--- config.mk ---
export PLATFORM = sky130hd
export DESIGN_NAME = ps2_cmd_seq
export DESIGN_NICKNAME = d
export VERILOG_FILES = /design/src/rtl/ps2_pkg.sv /design/src/rtl/ps2_rsp_timer.sv /design/src/rtl/ps2_cmd_seq.sv
export SDC_FILE = /design/constraint.sdc
export NUM_CORES = 1
export LEC_CHECK = 0
export ABC_AREA = 1
export CORE_AREA = 2 2 87 89
export DETAILED_ROUTE_END_ITERATION = 6
export DIE_AREA = 0 0 89 91
export GPL_TIMING_DRIVEN = 0
export HOLD_SLACK_MARGIN = 0.1
export PLACE_DENSITY_LB_ADDON = 0.08
export SLEW_MARGIN = 20
export SYNTH_ARGS = -nofsm -noshare
export SYNTH_HDL_FRONTEND = slang
export SYNTH_SLANG_ARGS = --single-unit
--- constraint.sdc ---
create_clock -name clk -period 2.9 [get_ports clk]
set_clock_uncertainty 0.05 [all_clocks]
set_input_delay 0.58 -clock clk [delete_from_list [all_inputs] [get_ports clk]]
set_output_delay 0.58 -clock clk [all_outputs]
set_load 0.05 [all_outputs]
--- src/rtl/ps2_pkg.sv ---
// Shared definitions for the PS/2 host command path: sequencer states,
// keyboard protocol bytes, completion codes and the latched command record.
package ps2_pkg;

  typedef enum logic [2:0] {
    S_IDLE,
    S_SEND_CMD,
    S_WAIT_TX,
    S_WAIT_RSP,
    S_SEND_ARG,
    S_WAIT_BAT,
    S_FINISH
  } state_t;

  // Which byte of the command is currently on the wire (and is resent on FE).
  typedef enum logic {
    PH_CMD,
    PH_ARG
  } phase_t;

  typedef enum logic [1:0] {
    ERR_NONE    = 2'd0,
    ERR_RETRY   = 2'd1,
    ERR_TIMEOUT = 2'd2,
    ERR_DEVICE  = 2'd3
  } err_code_t;

  // Device replies.
  localparam logic [7:0] PS2_ACK    = 8'hFA;
  localparam logic [7:0] PS2_RESEND = 8'hFE;
  localparam logic [7:0] PS2_ERROR  = 8'hFC;
  localparam logic [7:0] PS2_BAT_OK = 8'hAA;

  // Host commands and scan-code prefixes.
  localparam logic [7:0] PS2_RESET     = 8'hFF;
  localparam logic [7:0] PS2_SET_LEDS  = 8'hED;
  localparam logic [7:0] PS2_TYPEMATIC = 8'hF3;
  localparam logic [7:0] PS2_BREAK     = 8'hF0;
  localparam logic [7:0] PS2_EXT0      = 8'hE0;
  localparam logic [7:0] PS2_EXT1      = 8'hE1;

  typedef struct packed {
    logic [7:0] opcode;
    logic       has_arg;
    logic [7:0] arg;
  } cmd_t;

  // Bytes that terminate a response wait after a byte has been sent.
  function automatic logic is_cmd_response(input logic [7:0] b);
    return (b == PS2_ACK) || (b == PS2_RESEND) || (b == PS2_ERROR);
  endfunction

endpackage

--- src/rtl/ps2_rsp_timer.sv ---
// Loadable down-counter used for the response and BAT waits. expire pulses
// in the cycle the count steps from 1 to 0, so a load of N expires N cycles later.
module ps2_rsp_timer #(
  parameter int W = 25
) (
  input  logic         clk,
  input  logic         rst_n,
  input  logic         load,
  input  logic         clear,
  input  logic [W-1:0] load_val,
  output logic         expire
);

  logic [W-1:0] count;

  // NOTE: sequential state is written only with non-blocking assignments so
  // every flop samples pre-edge values regardless of process ordering.
  always_ff @(posedge clk or negedge rst_n) begin
    if (!rst_n) begin
      count <= '0;
    end else if (load) begin
      count <= load_val;
    end else if (clear) begin
      count <= '0;
    end else if (count != '0) begin
      count <= count - 1'b1;
    end
  end

  // A load or clear in the same cycle supersedes the pending expiry.
  assign expire = !load && !clear && (count == W'(1));

endmodule

--- src/rtl/ps2_cmd_seq.sv ---
// PS/2 host-to-device command sequencer: sends a one- or two-byte command,
// handles ACK/RESEND/ERROR and the post-reset BAT, forwards all other bytes.
module ps2_cmd_seq
  import ps2_pkg::*;
#(
  parameter int MAX_RETRY   = 3,
  parameter int RSP_TIMEOUT = 500000,
  parameter int BAT_TIMEOUT = 25000000
) (
  input  logic       clk,
  input  logic       rst_n,
  input  logic       cmd_valid,
  output logic       cmd_ready,
  input  logic [7:0] cmd_byte,
  input  logic       cmd_has_arg,
  input  logic [7:0] cmd_arg,
  output logic       done,
  output logic       err,
  output logic [1:0] err_code,
  output logic       busy,
  output logic       oreq,
  output logic [7:0] obyte,
  input  logic       oack,
  input  logic       tx_timeout,
  input  logic       istrobe,
  input  logic [7:0] ibyte,
  output logic       key_strobe,
  output logic [7:0] key_byte
);

  localparam int TW = $clog2(BAT_TIMEOUT + 1);
  localparam int RW = (MAX_RETRY > 0) ? $clog2(MAX_RETRY + 1) : 1;

  localparam logic [TW-1:0] RSP_LOAD  = TW'(RSP_TIMEOUT);
  localparam logic [TW-1:0] BAT_LOAD  = TW'(BAT_TIMEOUT);
  localparam logic [RW-1:0] RETRY_MAX = RW'(MAX_RETRY);

  state_t          state,   state_d;
  phase_t          phase,   phase_d;
  cmd_t            cmd_q,   cmd_d;
  logic [RW-1:0]   retry,   retry_d;
  err_code_t       code_q,  code_d;
  logic            err_q,   err_d;
  logic [7:0]      obyte_q, obyte_d;
  logic            key_strobe_q;
  logic [7:0]      key_byte_q;

  logic            tmr_load;
  logic            tmr_clear;
  logic [TW-1:0]   tmr_val;
  logic            tmr_expire;
  logic            consumed;

  ps2_rsp_timer #(
    .W (TW)
  ) u_timer (
    .clk      (clk),
    .rst_n    (rst_n),
    .load     (tmr_load),
    .clear    (tmr_clear),
    .load_val (tmr_val),
    .expire   (tmr_expire)
  );

  // NOTE: every signal assigned here gets a default first, so no path through
  // the case statement can leave a value held and infer a latch.
  always_comb begin
    state_d   = state;
    phase_d   = phase;
    cmd_d     = cmd_q;
    retry_d   = retry;
    code_d    = code_q;
    err_d     = err_q;
    obyte_d   = obyte_q;
    tmr_load  = 1'b0;
    tmr_clear = 1'b0;
    tmr_val   = RSP_LOAD;
    consumed  = 1'b0;

    unique case (state)
      S_IDLE: begin
        if (cmd_valid) begin
          cmd_d   = '{opcode: cmd_byte, has_arg: cmd_has_arg, arg: cmd_arg};
          phase_d = PH_CMD;
          retry_d = '0;
          code_d  = ERR_NONE;
          err_d   = 1'b0;
          obyte_d = cmd_byte;
          state_d = S_SEND_CMD;
        end
      end

      S_SEND_CMD, S_SEND_ARG: state_d = S_WAIT_TX;

      S_WAIT_TX: begin
        if (oack) begin
          tmr_load = 1'b1;
          tmr_val  = RSP_LOAD;
          state_d  = S_WAIT_RSP;
        end else if (tx_timeout) begin
          code_d  = ERR_TIMEOUT;
          state_d = S_FINISH;
        end
      end

      S_WAIT_RSP: begin
        // A response byte beats a coincident expiry; a non-response byte
        // is forwarded and does not hold the expiry off.
        if (istrobe && is_cmd_response(ibyte)) begin
          consumed  = 1'b1;
          tmr_clear = 1'b1;
          if (ibyte == PS2_ACK) begin
            if (phase == PH_CMD && cmd_q.has_arg) begin
              phase_d = PH_ARG;
              retry_d = '0;
              obyte_d = cmd_q.arg;
              state_d = S_SEND_ARG;
            end else if (cmd_q.opcode == PS2_RESET) begin
              tmr_load = 1'b1;
              tmr_val  = BAT_LOAD;
              state_d  = S_WAIT_BAT;
            end else begin
              state_d = S_FINISH;
            end
          end else if (ibyte == PS2_RESEND) begin
            if (retry == RETRY_MAX) begin
              code_d  = ERR_RETRY;
              state_d = S_FINISH;
            end else begin
              retry_d = retry + 1'b1;
              state_d = (phase == PH_CMD) ? S_SEND_CMD : S_SEND_ARG;
            end
          end else begin
            code_d  = ERR_DEVICE;
            state_d = S_FINISH;
          end
        end else if (tmr_expire) begin
          code_d  = ERR_TIMEOUT;
          state_d = S_FINISH;
        end
      end

      S_WAIT_BAT: begin
        if (istrobe && (ibyte == PS2_BAT_OK || ibyte == PS2_ERROR)) begin
          consumed  = 1'b1;
          tmr_clear = 1'b1;
          if (ibyte == PS2_ERROR) code_d = ERR_DEVICE;
          state_d = S_FINISH;
        end else if (tmr_expire) begin
          code_d  = ERR_TIMEOUT;
          state_d = S_FINISH;
        end
      end

      S_FINISH: begin
        err_d   = (code_q != ERR_NONE);
        state_d = S_IDLE;
      end

      default: state_d = S_IDLE;
    endcase
  end

  always_ff @(posedge clk or negedge rst_n) begin
    if (!rst_n) begin
      state   <= S_IDLE;
      phase   <= PH_CMD;
      cmd_q   <= '0;
      retry   <= '0;
      code_q  <= ERR_NONE;
      err_q   <= 1'b0;
      obyte_q <= '0;
    end else begin
      state   <= state_d;
      phase   <= phase_d;
      cmd_q   <= cmd_d;
      retry   <= retry_d;
      code_q  <= code_d;
      err_q   <= err_d;
      obyte_q <= obyte_d;
    end
  end

  // Everything received that was not taken as a command reply goes to the
  // scan-code path one cycle later.
  always_ff @(posedge clk or negedge rst_n) begin
    if (!rst_n) begin
      key_strobe_q <= 1'b0;
      key_byte_q   <= '0;
    end else begin
      key_strobe_q <= istrobe && !consumed;
      if (istrobe && !consumed) key_byte_q <= ibyte;
    end
  end

  assign cmd_ready  = (state == S_IDLE);
  assign busy       = (state != S_IDLE) && (state != S_FINISH);
  assign done       = (state == S_FINISH);
  assign oreq       = (state == S_SEND_CMD) || (state == S_SEND_ARG);
  assign obyte      = obyte_q;
  assign err        = err_q;
  assign err_code   = code_q;
  assign key_strobe = key_strobe_q;
  assign key_byte   = key_byte_q;

endmodule

==> results of run 1 <==
-- where the power goes --
| part | internal, mW | switching, mW |
|---|---|---|
| Clock | 0.573 | 0.382 |
| Sequential | 1.25 | 0.236 |
| Combinational | 0.692 | 1.30 |
| Total | 2.52 | 1.92 |
-- state kept, by name, indices dropped and copies added, names as in the netlist --
signal         cells
err                1
retry              2
key_strobe         1
key_byte           8
phase              1
u_timer.count     25
state              3
cmd_q             17
err_code           2
obyte              8
-- final cells by class --
class                   instances  area share [%]
multi-input cells             384            39.3
flip-flops and latches         68            35.6
repair buffers                 56            12.0
inverters                      54            4.44
clock buffers                  10            2.67
well taps                      99            2.59
clock inverters                 6            2.33
plain buffers                   7            1.10
-- kinds of logic (layout without fill, tap and decap cells) --
logic type | after synthesis | count (layout) | synth area share, %
buffers and inverters | 61 | 133 | 6.89
AOI/OAI and AO/OA | 54 | 54 | 8.03
and+or+nand+nor | 312 | 312 | 36.5
xor gates and xnor gates | 15 | 15 | 3.41
adders and majority gates | 3 | 3 | 0.976
DFF | 68 | 68 | 44.2
-- metal layers --
layer | GRT usage, % | up-vias | wire [um]
met2 | 41.9 | 109 | 4680
met1 | 31.5 | 1674 | 4080
li1 | - | 1766 | -
met5 | 0 | - | 0
met4 | 12.1 | 0 | 231
met3 | 4.00 | 18 | 434
-- cells in the mapped netlist (4+ instances only) --
master / count / share of area (%)
o21ai_0: 14 / 1.8
nand2_4: 4 / 1.2
inv_2: 4 / 0.39
nor2_2: 11 / 1.8
nor2_4: 4 / 1.2
nand3_2: 4 / 1.0
inv_1: 46 / 4.5
xor2_1: 9 / 2.0
o21ai_1: 7 / 0.91
nand3_1: 17 / 2.2
nand4_1: 9 / 1.5
nor4_1: 4 / 0.65
inv_4: 4 / 0.65
nand2_1: 163 / 16
nor2_1: 77 / 7.5
nand2_2: 6 / 0.98
a21oi_1: 14 / 1.8
a31oi_1: 8 / 1.3
dfrtp_1: 68 / 44
nor3_1: 6 / 0.78
xnor2_1: 6 / 1.4
-- worst max-delay path, stage by stage (launching register included) --
cell	delay, ps
dfrtp_1	450
inv_1	90
o21ai_0	160
o21a_1	190
clkdlybuf4s50_1	810
-- how the worst min path moves through the flow --
| stage | end | slack [ps] | cells past startpoint |
|---|---|---|---|
| floorplan | cmd_q[0]$_DFFE_PN0P_ | 230 | 0 |
| global placement | cmd_q[9]$_DFFE_PN0P_ | 400 | 2 |
| detailed placement | u_timer.count[2]$_DFFE_PN0P_ | 400 | 1 |
| CTS | cmd_q[0]$_DFFE_PN0P_ | 430 | 2 |
| global route | cmd_q[7]$_DFFE_PN0P_ | 440 | 2 |
| finish | cmd_q[0]$_DFFE_PN0P_ | 420 | 2 |
-- repair_timing --
action	CTS	global route
hold endpoints to repair	13	0
hold buffers	1	0
buffers inserted	0	0
==> metrics.md, run 1 <==
| Metric | Value |
|---|---|
| Status | `completed` |
| Maxcap violations | `0` |
| Initial core utilization | `53.9%` |
| Reg2reg start | `u_timer.count[0]$_DFFE_PN0P_` |
| Slew @ Worst Pin | `526 ps` |
| # diodes | `0` |
| Most used DFF post-synth | `dfrtp_1` |
| Placed Area | `4540 um^2` |
| IO Port Bufs | `54` |
| Number of flops mapped to enable cells by yosys | `0` |
| Starting DRT DRC Count | `228` |
| Final core occ | `67.1%` |
| Register area share after synthesis | `44.2%` |
| DR vias | `3567` |
| WHS | `422 ps` |
| Setup-failing EPs final | `0` |
| Max FO, Critical Path | `4` |
| Die area | `8100 um^2` |
| Die span in x | `89 um` |
| Net count after synthesis | `547` |
| Setup slack at placement | `267 ps` |
| Total area of sequential cells | `1700 um^2` |
| GR Overflow Total | `0` |
| Syn_area_per_cell | `7.50 um^2` |
| Power Density | `926 nW/um^2` |
| Final nets | `614` |
| ANT nets after route | `0` |
| Commonest cells after routing, fill and taps aside | `163 x nand2_1, 77 x nor2_1, 68 x dfrtp_1` |
| Fillers | `652` |
| CTS resizes | `0` |
| Final TNS setup | `0 ps` |
| Synth async-reset ratio | `100%` |
| Req. time, crit path | `2270 ps` |
| Clock sinks | `68` |
| Pins over their slew limit | `0` |
| DR vias/cell | `5.21` |
| Hold Path Class | `flip-flop to flip-flop` |
| Final Hold Viols | `0` |
| RD Place Congestion | `0.976` |
| Combined area of the multi-input logic cells | `1880 um^2` |
| Yosys warnings | `0` |
| Final setup margin | `212 ps` |
| Cts bufs inserted | `9` |
| Clk Latency, worst-skew pair | `360 ps` |
| CTS root buffer | `clkbuf_8` |
| Global-route wire length before repair | `16.0 mm` |
| DP Wirelength | `6.97 mm` |
| Worst setup path end | `oreq` |
| Ports | `55` |
| Area added between synthesis and finish | `24.4%` |
| Min Tclk post-route | `2690 ps` |
| Max clock buf depth | `2` |
| Initial antenna violation count | `0` |
| Wire length per cell | `13.8 um` |
| Count of different cell masters after synthesis | `37` |
| Final period util | `92.7%` |
| RSZ-0062 raised after global routing | `false` |
| # rows | `31` |
| Final WL | `9.43 mm` |
| DR DRC count | `0` |
| Post-Syn Area | `3850 um^2` |
| VDD IR max | `589 uV` |
| Worst R2R End | `u_timer.count[18]$_DFFE_PN0P_` |
| Share of cells above drive strength 1 | `11.1%` |
| Final Cell Area | `4790 um^2` |
| Leak | `2.27 nW` |
| Crit Path Category | `flip-flop to primary output` |
| Max frequency | `372 MHz` |
| Height of the die | `91 um` |
| Detailed Routing Iterations Pass 1 | `5` |
| CTS tree | `done` |
| H-tree levels | `3` |
| Fin cells | `684` |
| Setup crit start | `state[0]$_DFFE_PN0P_` |
| Crit. End Element | `primary output` |
| Gr usage total | `25.2%` |
| Register bit total from synthesis | `68` |
| Worst r2r path cells | `10` |
| Cell count after synthesis | `513` |
| Number of global-route vias before repair | `3501` |
| Hold Path Origin | `cmd_q[0]$_DFFE_PN0P_` |
| Final total power | `4.43 mW` |
| Commonest non-fill, non-tap cell in the layout | `nand2_1` |
| Reg2Reg Setup Slack | `700 ps` |
| Startpoint types | `flip-flop` |
| Largest net degree at the start of global routing | `56` |
| Placed cell count | `667` |
| Normalized max-slew margin | `64.8%` |
| Core Region | `7140 um^2` |
| CP arrival | `2060 ps` |
| Worst-path clk slew | `70 ps` |
Power figures use the tool's default switching activity.
==> run 2: changes to the inputs <==
CELL_PAD_IN_SITES_DETAIL_PLACEMENT = 0   (was unset)
CELL_PAD_IN_SITES_GLOBAL_PLACEMENT = 1   (was unset)
CORE_AREA = 2 2 100 102   (was 2 2 87 89)
DIE_AREA = 0 0 102 104   (was 0 0 89 91)
SYNTH_HIERARCHICAL = 1   (was unset)
==> run 2 against run 1 <==
  * Global-route usage shrank 5.1 points
  * Critical path depth grew 16
  * Via count grew 3.3%
  * Cell count grew 11%
  * Largest power group unchanged
==> metrics.md, run 2 <==
| Metric | Value |
|---|---|
| Synth cell count leaders | `177 x nand2_1, 68 x dfrtp_1, 59 x inv_1` |
| CTS root buffer | `clkbuf_8` |
| Initial core utilization | `42.0%` |
| Reg2Reg Setup Slack | `500 ps` |
| Count of different cell masters after synthesis | `39` |
| Number of global-route vias before repair | `3485` |
| VDD IR max | `516 uV` |
| Area added between synthesis and finish | `26.3%` |
| GR Overflow Total | `0` |
| Net switching power | `2.29 mW` |
| Final total power | `4.99 mW` |
| Pins over their slew limit | `0` |
| Setup-failing EPs final | `0` |
| Core Region | `9550 um^2` |
| Fillers | `985` |
| Leak | `2.52 nW` |
| DP Wirelength | `7.45 mm` |
| Setup slack at placement | `-1190 ps` |
| Share of cells above drive strength 1 | `13.2%` |
| Final WL | `10.1 mm` |
| Status | `completed` |
| Die span in x | `102 um` |
| Final nets | `657` |
| Max FO, Critical Path | `8` |
| Yosys warnings | `6` |
| Number of flops mapped to enable cells by yosys | `0` |
| Internal | `2.70 mW` |
| Max frequency | `365 MHz` |
| ANT nets after route | `0` |
| Synth async-reset ratio | `100%` |
| DR vias | `3683` |
| Final period util | `94.4%` |
| Slew @ Worst Pin | `595 ps` |
| Ports | `55` |
| Most frequent cell after synthesis | `nand2_1` |
| Worst-path clk slew | `80 ps` |
| Cts bufs inserted | `9` |
| Final setup margin | `162 ps` |
| Commonest cells after routing, fill and taps aside | `175 x nand2_1, 68 x dfrtp_1, 58 x inv_1` |
| Sequential share of power | `32.2%` |
| # diodes | `0` |
| Initial antenna violation count | `0` |
| CTS tree | `done` |
| RD Place Congestion | `0.815` |
| Largest registers | `u_timer/count x25, cmd_q x17` |
| IO Port Bufs | `54` |
| Global-route wire length before repair | `16.8 mm` |
| Largest net degree at the start of global routing | `39` |
| Register bit total from synthesis | `68` |
| # rows | `36` |
| Crit Path Category | `input port to flip-flop` |
| DR DRC count | `0` |
| Combinational power share | `49.6%` |
| Hold Path Class | `input port to async pin` |
| DR vias/cell | `4.85` |
| Min Tclk post-route | `2740 ps` |
| Hold_buf cts | `0` |
| Clock power share | `18.2%` |
| Height of the die | `104 um` |
| Wire length per cell | `13.3 um` |
| Detailed Routing Iterations Pass 1 | `5` |
| Die area | `10600 um^2` |
| CP arrival | `2940 ps` |
| Post-synth top area share | `42.4%` |
| Clk Latency, worst-skew pair | `350 ps` |
| Commonest non-fill, non-tap cell in the layout | `nand2_1` |
| Final Hold Viols | `0` |
| Biggest register | `u_timer/count` |
| Cell count after synthesis | `542` |
| Power Density | `985 nW/um^2` |
| Normalized max-slew margin | `60.4%` |
| Gr usage total | `20.1%` |
| Clock sinks | `68` |
| Startpoint types | `input port` |
| Req. time, crit path | `3100 ps` |
| Post-Syn Area | `4010 um^2` |
| H-tree levels | `3` |
| Register area share after synthesis | `42.4%` |
| Area contributors post-synth | `dfrtp_1 42%, nand2_1 17%, inv_1 5.5%` |
| Maxcap violations | `0` |
| RSZ-0062 raised after global routing | `true` |
| Most used DFF post-synth | `dfrtp_1` |
| Area leader, netlist | `dfrtp_1` |
| Crit. End Element | `flip-flop` |
| Syn_area_per_cell | `7.40 um^2` |
| Max clock buf depth | `2` |
| Net Sw Frac | `45.8%` |
| Max reg flops | `25` |
| Starting DRT DRC Count | `124` |
[run 2: cells by family after synthesis]
group	synth area share, %
adders and majority gates	1.25
muxes	4.21
buffers and inverters	7.87
other	0.187
and+or+nand+nor	35.2
DFF	42.4
xor gates and xnor gates	0.219
AOI/OAI and AO/OA	8.65
[run 2: worst paths after layout]
kind	startpoint	to	depth (start not counted)
hold / removal	rst_n	key_byte[3]$_DFFE_PN0P_	1
hold reg to reg	obyte[6]$_DFFE_PN0P_	obyte[6]$_DFFE_PN0P_	2
setup reg to reg	state[2]$_DFFE_PN0P_	err_code[1]$_DFFE_PN0P_	18
max in group asynchronous	rst_n	u_timer/count[9]$_DFFE_PN0P_	2
setup / recovery	ibyte[7]	err_code[1]$_DFFE_PN0P_	20
min in group clk	obyte[6]$_DFFE_PN0P_	obyte[6]$_DFFE_PN0P_	2
[run 2: timing repair]
| item | 4_1_cts | 5_1_grt |
|---|---|---|
| setup buffers | 1 | 3 |
| pin swaps | 2 | 3 |
| setup endpoints to repair | 31 | 27 |
| cloned | 0 | 0 |
| hold endpoints to repair | 0 | 0 |
| resized for setup | 5 | 8 |
[run 2: power groups by stage]
stage / clock network (mW) / logic [mW] / registers (mW)
floorplan: 0 / 1.58 / 1.82
global placement: 0 / 2.44 / 1.62
detailed placement: 0 / 2.47 / 1.62
CTS: 0.933 / 2.47 / 1.61
global route: 0.983 / 2.75 / 1.66
finish: 0.906 / 2.48 / 1.61
[run 2: cell type report]
| type | count | area, um^2 | share of cell area, % |
|---|---|---|---|
| Inverter | 64 | 248 | 4.89 |
| Buffer | 10 | 67.6 | 1.33 |
| Tap cell | 133 | 166 | 3.29 |
| Clock buffer | 9 | 124 | 2.45 |
| Multi-Input combinational cell | 410 | 2070 | 40.9 |
| Clock inverter | 7 | 97.6 | 1.93 |
| Timing Repair Buffer | 59 | 589 | 11.6 |
| Sequential cell | 68 | 1700 | 33.6 |
[run 2: per-layer routing]
| layer | vias to the layer above | wire length (um) | global-route usage [%] |
|---|---|---|---|
| met3 | 12 | 262 | 3.97 |
| met5 | - | 0 | 0 |
| met1 | 1751 | 4550 | 26.1 |
| li1 | 1866 | - | - |
| met4 | 0 | 137 | 6.95 |
| met2 | 54 | 5140 | 33.0 |
[run 2: critical path: stages]
cell and delay (ps):
clkdlybuf4s50_1 490, nand2_2 90, nor2_4 180, nand2_2 110, nand3_2 120, nand3_4 110
nor2_4 160, inv_2 70, nand2_1 70, buf_6 140, nor2_8 50, nand2_2 70
nor2_4 50, nand3_2 90, nor2_4 60, or2_2 290, nand2_1 60, nand2_1 40
nand2_1 50, nand2_1 40
[run 2: metrics by stage]
step	area [um^2]	utilization (%)	setup TNS, ps	cells	hold slack [ps]
after floorplan	4050	-	0	552	234
after global placement	4750	49.8	-118090	739	413
after detailed placement	4770	50.0	-29830	740	414
after CTS	5010	52.5	0	757	115
after global routing	5060	53.0	-10.4	760	122
final	5060	53.0	0	760	114
==> run 3: changes to the inputs <==
CORE_AREA = 2 2 98 100   (was 2 2 100 102)
DIE_AREA = 0 0 100 102   (was 0 0 102 104)
MAX_ROUTING_LAYER = met4   (was unset)
SYNTH_HIERARCHICAL = unset   (was 1)
==> run 3 against run 2 <==
  * Total power down 11%
  * Via count down 7.1%
  * Sequential share of layout area up 1.8 points
  * Register-to-register slack better by 210 ps
  * Count of clock-buffer cells in the layout up 1
  * Sequential power down 8%
  * Clock power up 6.2%
  * Fmax about the same
  * Critical path type is now flip-flop to primary output
==> metrics.md, run 3 (synthesized netlist as in run 1, its figures left out) <==
| Metric | Value |
|---|---|
| DR vias | `3421` |
| Net switching power | `1.92 mW` |
| Net Sw Frac | `43.4%` |
| WP buf/inv | `4` |
| Global-route wire length before repair | `16.8 mm` |
| Final TNS setup | `0 ps` |
| Commonest non-fill, non-tap cell in the layout | `nand2_1` |
| Max clock buf depth | `2` |
| Sequential share of power | `33.2%` |
| Hold Path Origin | `cmd_q[10]$_DFFE_PN0P_` |
| Worst r2r path cells | `11` |
| # diodes | `0` |
| Slew @ Worst Pin | `531 ps` |
| Worst-path clk slew | `80 ps` |
| Share of cells above drive strength 1 | `11.1%` |
| Hold depth | `2` |
| Worst R2R End | `u_timer.count[17]$_DFFE_PN0P_` |
| Pins over their slew limit | `0` |
| Initial antenna violation count | `0` |
| H-tree levels | `3` |
| Die span in x | `100 um` |
| GR Overflow Total | `0` |
| # rows | `35` |
| Min Tclk post-route | `2740 ps` |
| Internal | `2.51 mW` |
| Die area | `10200 um^2` |
| Initial core utilization | `42.2%` |
| Crit-path cells | `inv_1 -> nand2_1 -> nor2_1 -> inv_1 -> nand2_1 -> inv_1 -> clkdlybuf4s50_1` |
| Reg2reg start | `u_timer.count[0]$_DFFE_PN0P_` |
| Crit Path Category | `flip-flop to primary output` |
| Normalized max-slew margin | `64.5%` |
| Gr usage total | `21.7%` |
| CP arrival | `2110 ps` |
| Cts bufs inserted | `9` |
| Number of global-route vias before repair | `3389` |
| Commonest cells after routing, fill and taps aside | `163 x nand2_1, 77 x nor2_1, 68 x dfrtp_1` |
| Maxcap violations | `0` |
| VDD IR max | `411 uV` |
| Ports | `55` |
| Final WL | `9.93 mm` |
| Leak | `2.27 nW` |
| Wire length per cell | `14.3 um` |
| DR DRC count | `0` |
| Final Cell Area | `4800 um^2` |
| Setup crit start | `state[0]$_DFFE_PN0P_` |
| Core Region | `9110 um^2` |
| RD Place Congestion | `0.835` |
| Detailed Routing Iterations Pass 1 | `4` |
| Starting DRT DRC Count | `156` |
| CTS resizes | `0` |
| Final period util | `94.4%` |
| Biggest register | `u_timer.count` |
| Largest net degree at the start of global routing | `53` |
| DR vias/cell | `4.92` |
| Hold Path Class | `flip-flop to flip-flop` |
| Clock power share | `21.7%` |
| Combinational power share | `45.1%` |
| Req. time, crit path | `2270 ps` |
| CTS tree | `done` |
| Clk Latency, worst-skew pair | `350 ps` |
| CP max stage cell | `clkdlybuf4s50_1` |
| IO Port Bufs | `54` |
| Hold_buf cts | `1` |
| Placed Area | `4550 um^2` |
| Min-Delay Endpoint | `cmd_q[10]$_DFFE_PN0P_` |
| CTS root buffer | `clkbuf_8` |
| Final Hold Viols | `0` |
| Height of the die | `102 um` |
| Max FO, Critical Path | `4` |
| Max frequency | `365 MHz` |
| DP Wirelength | `7.54 mm` |
| Clock sinks | `68` |
| Crit. End Element | `primary output` |
| Power Density | `925 nW/um^2` |
| Most used cell, CP | `inv_1` |
| Final nets | `614` |
| Setup-failing EPs final | `0` |
| RSZ-0062 raised after global routing | `false` |
| Reg2Reg Setup Slack | `710 ps` |
| Crit path max-delay family | `buffers and inverters` |
| Largest registers | `u_timer.count x25, cmd_q x17` |
| Startpoint types | `flip-flop` |
| Area added between synthesis and finish | `24.8%` |
| Post-CTS Setup Repair Bufs | `0` |
| Worst path max stage delay | `700 ps` |
| Max reg flops | `25` |
| ANT nets after route | `0` |
| Status | `completed` |
==> run 3: cell count changes in the layout (fill, tap and decap cells not counted), moves of 15 or more <==
cell,delta
nor2_1,+23
nand3_1,-21
a21oi_1,-16
mux2_2,-15
==> run 3: worst register-to-register path: cells and delay by family, from the launching register on <==
kind	cells	cell delay, ps
flops	1	430
buf+inv	2	170
fa+ha+maj	1	260
simple gates	8	1180
==> run 3: layer usage <==
layer  track usage [%]  up-vias  share of wire, %
li1                  -     1755                 -
met4              6.32        0              0.72
met2              36.5       56                49
met1              27.5     1603                47
met5                 -        -                 0
met3              2.87        7               3.3
==> run 3: final cells by class <==
cell class | instances | area [um^2]
buffer | 7 | 52.6
clock buffer | 10 | 128
clock inverter | 6 | 111
fill | 910 | 4310
inverter | 54 | 213
multi-input combinational | 384 | 1880
sequential | 68 | 1700
tap | 111 | 139
timing repair buffer | 56 | 576
==> run 3: power groups by stage <==
stage          logic, mW  clock network [mW]  registers, mW
4_1_cts             2.02               0.984           1.48
5_1_grt             2.25                1.02           1.51
3_5_place_dp        2.01                   0           1.49
2_1_floorplan       1.17                   0           1.72
6_report            2.00               0.962           1.48
3_3_place_gp        1.98                   0           1.48
==> run 3: worst max path at each step <==
stage                                               end  slack [ps]  depth (start not counted)
after floorplan                                    busy         610                          6
after global placement             cmd_q[7]$_DFFE_PN0P_       -1220                          1
after CTS                                          busy         120                          7
final                                              busy         160                          7
after detailed placement  u_timer.count[23]$_DFFE_PN0P_         200                         12
after global routing                               busy          20                          7
==> run 3: metrics by stage <==
step	instances	util (%)	total power [mW]	setup slack, ps	hold slack, ps
after floorplan	513	-	2.89	608	234
after global placement	678	49.7	3.46	-1220	404
after detailed placement	679	50.0	3.50	203	409
after CTS	696	52.7	4.48	122	427
after global routing	696	52.7	4.79	17.0	450
final	696	52.7	4.44	161	422
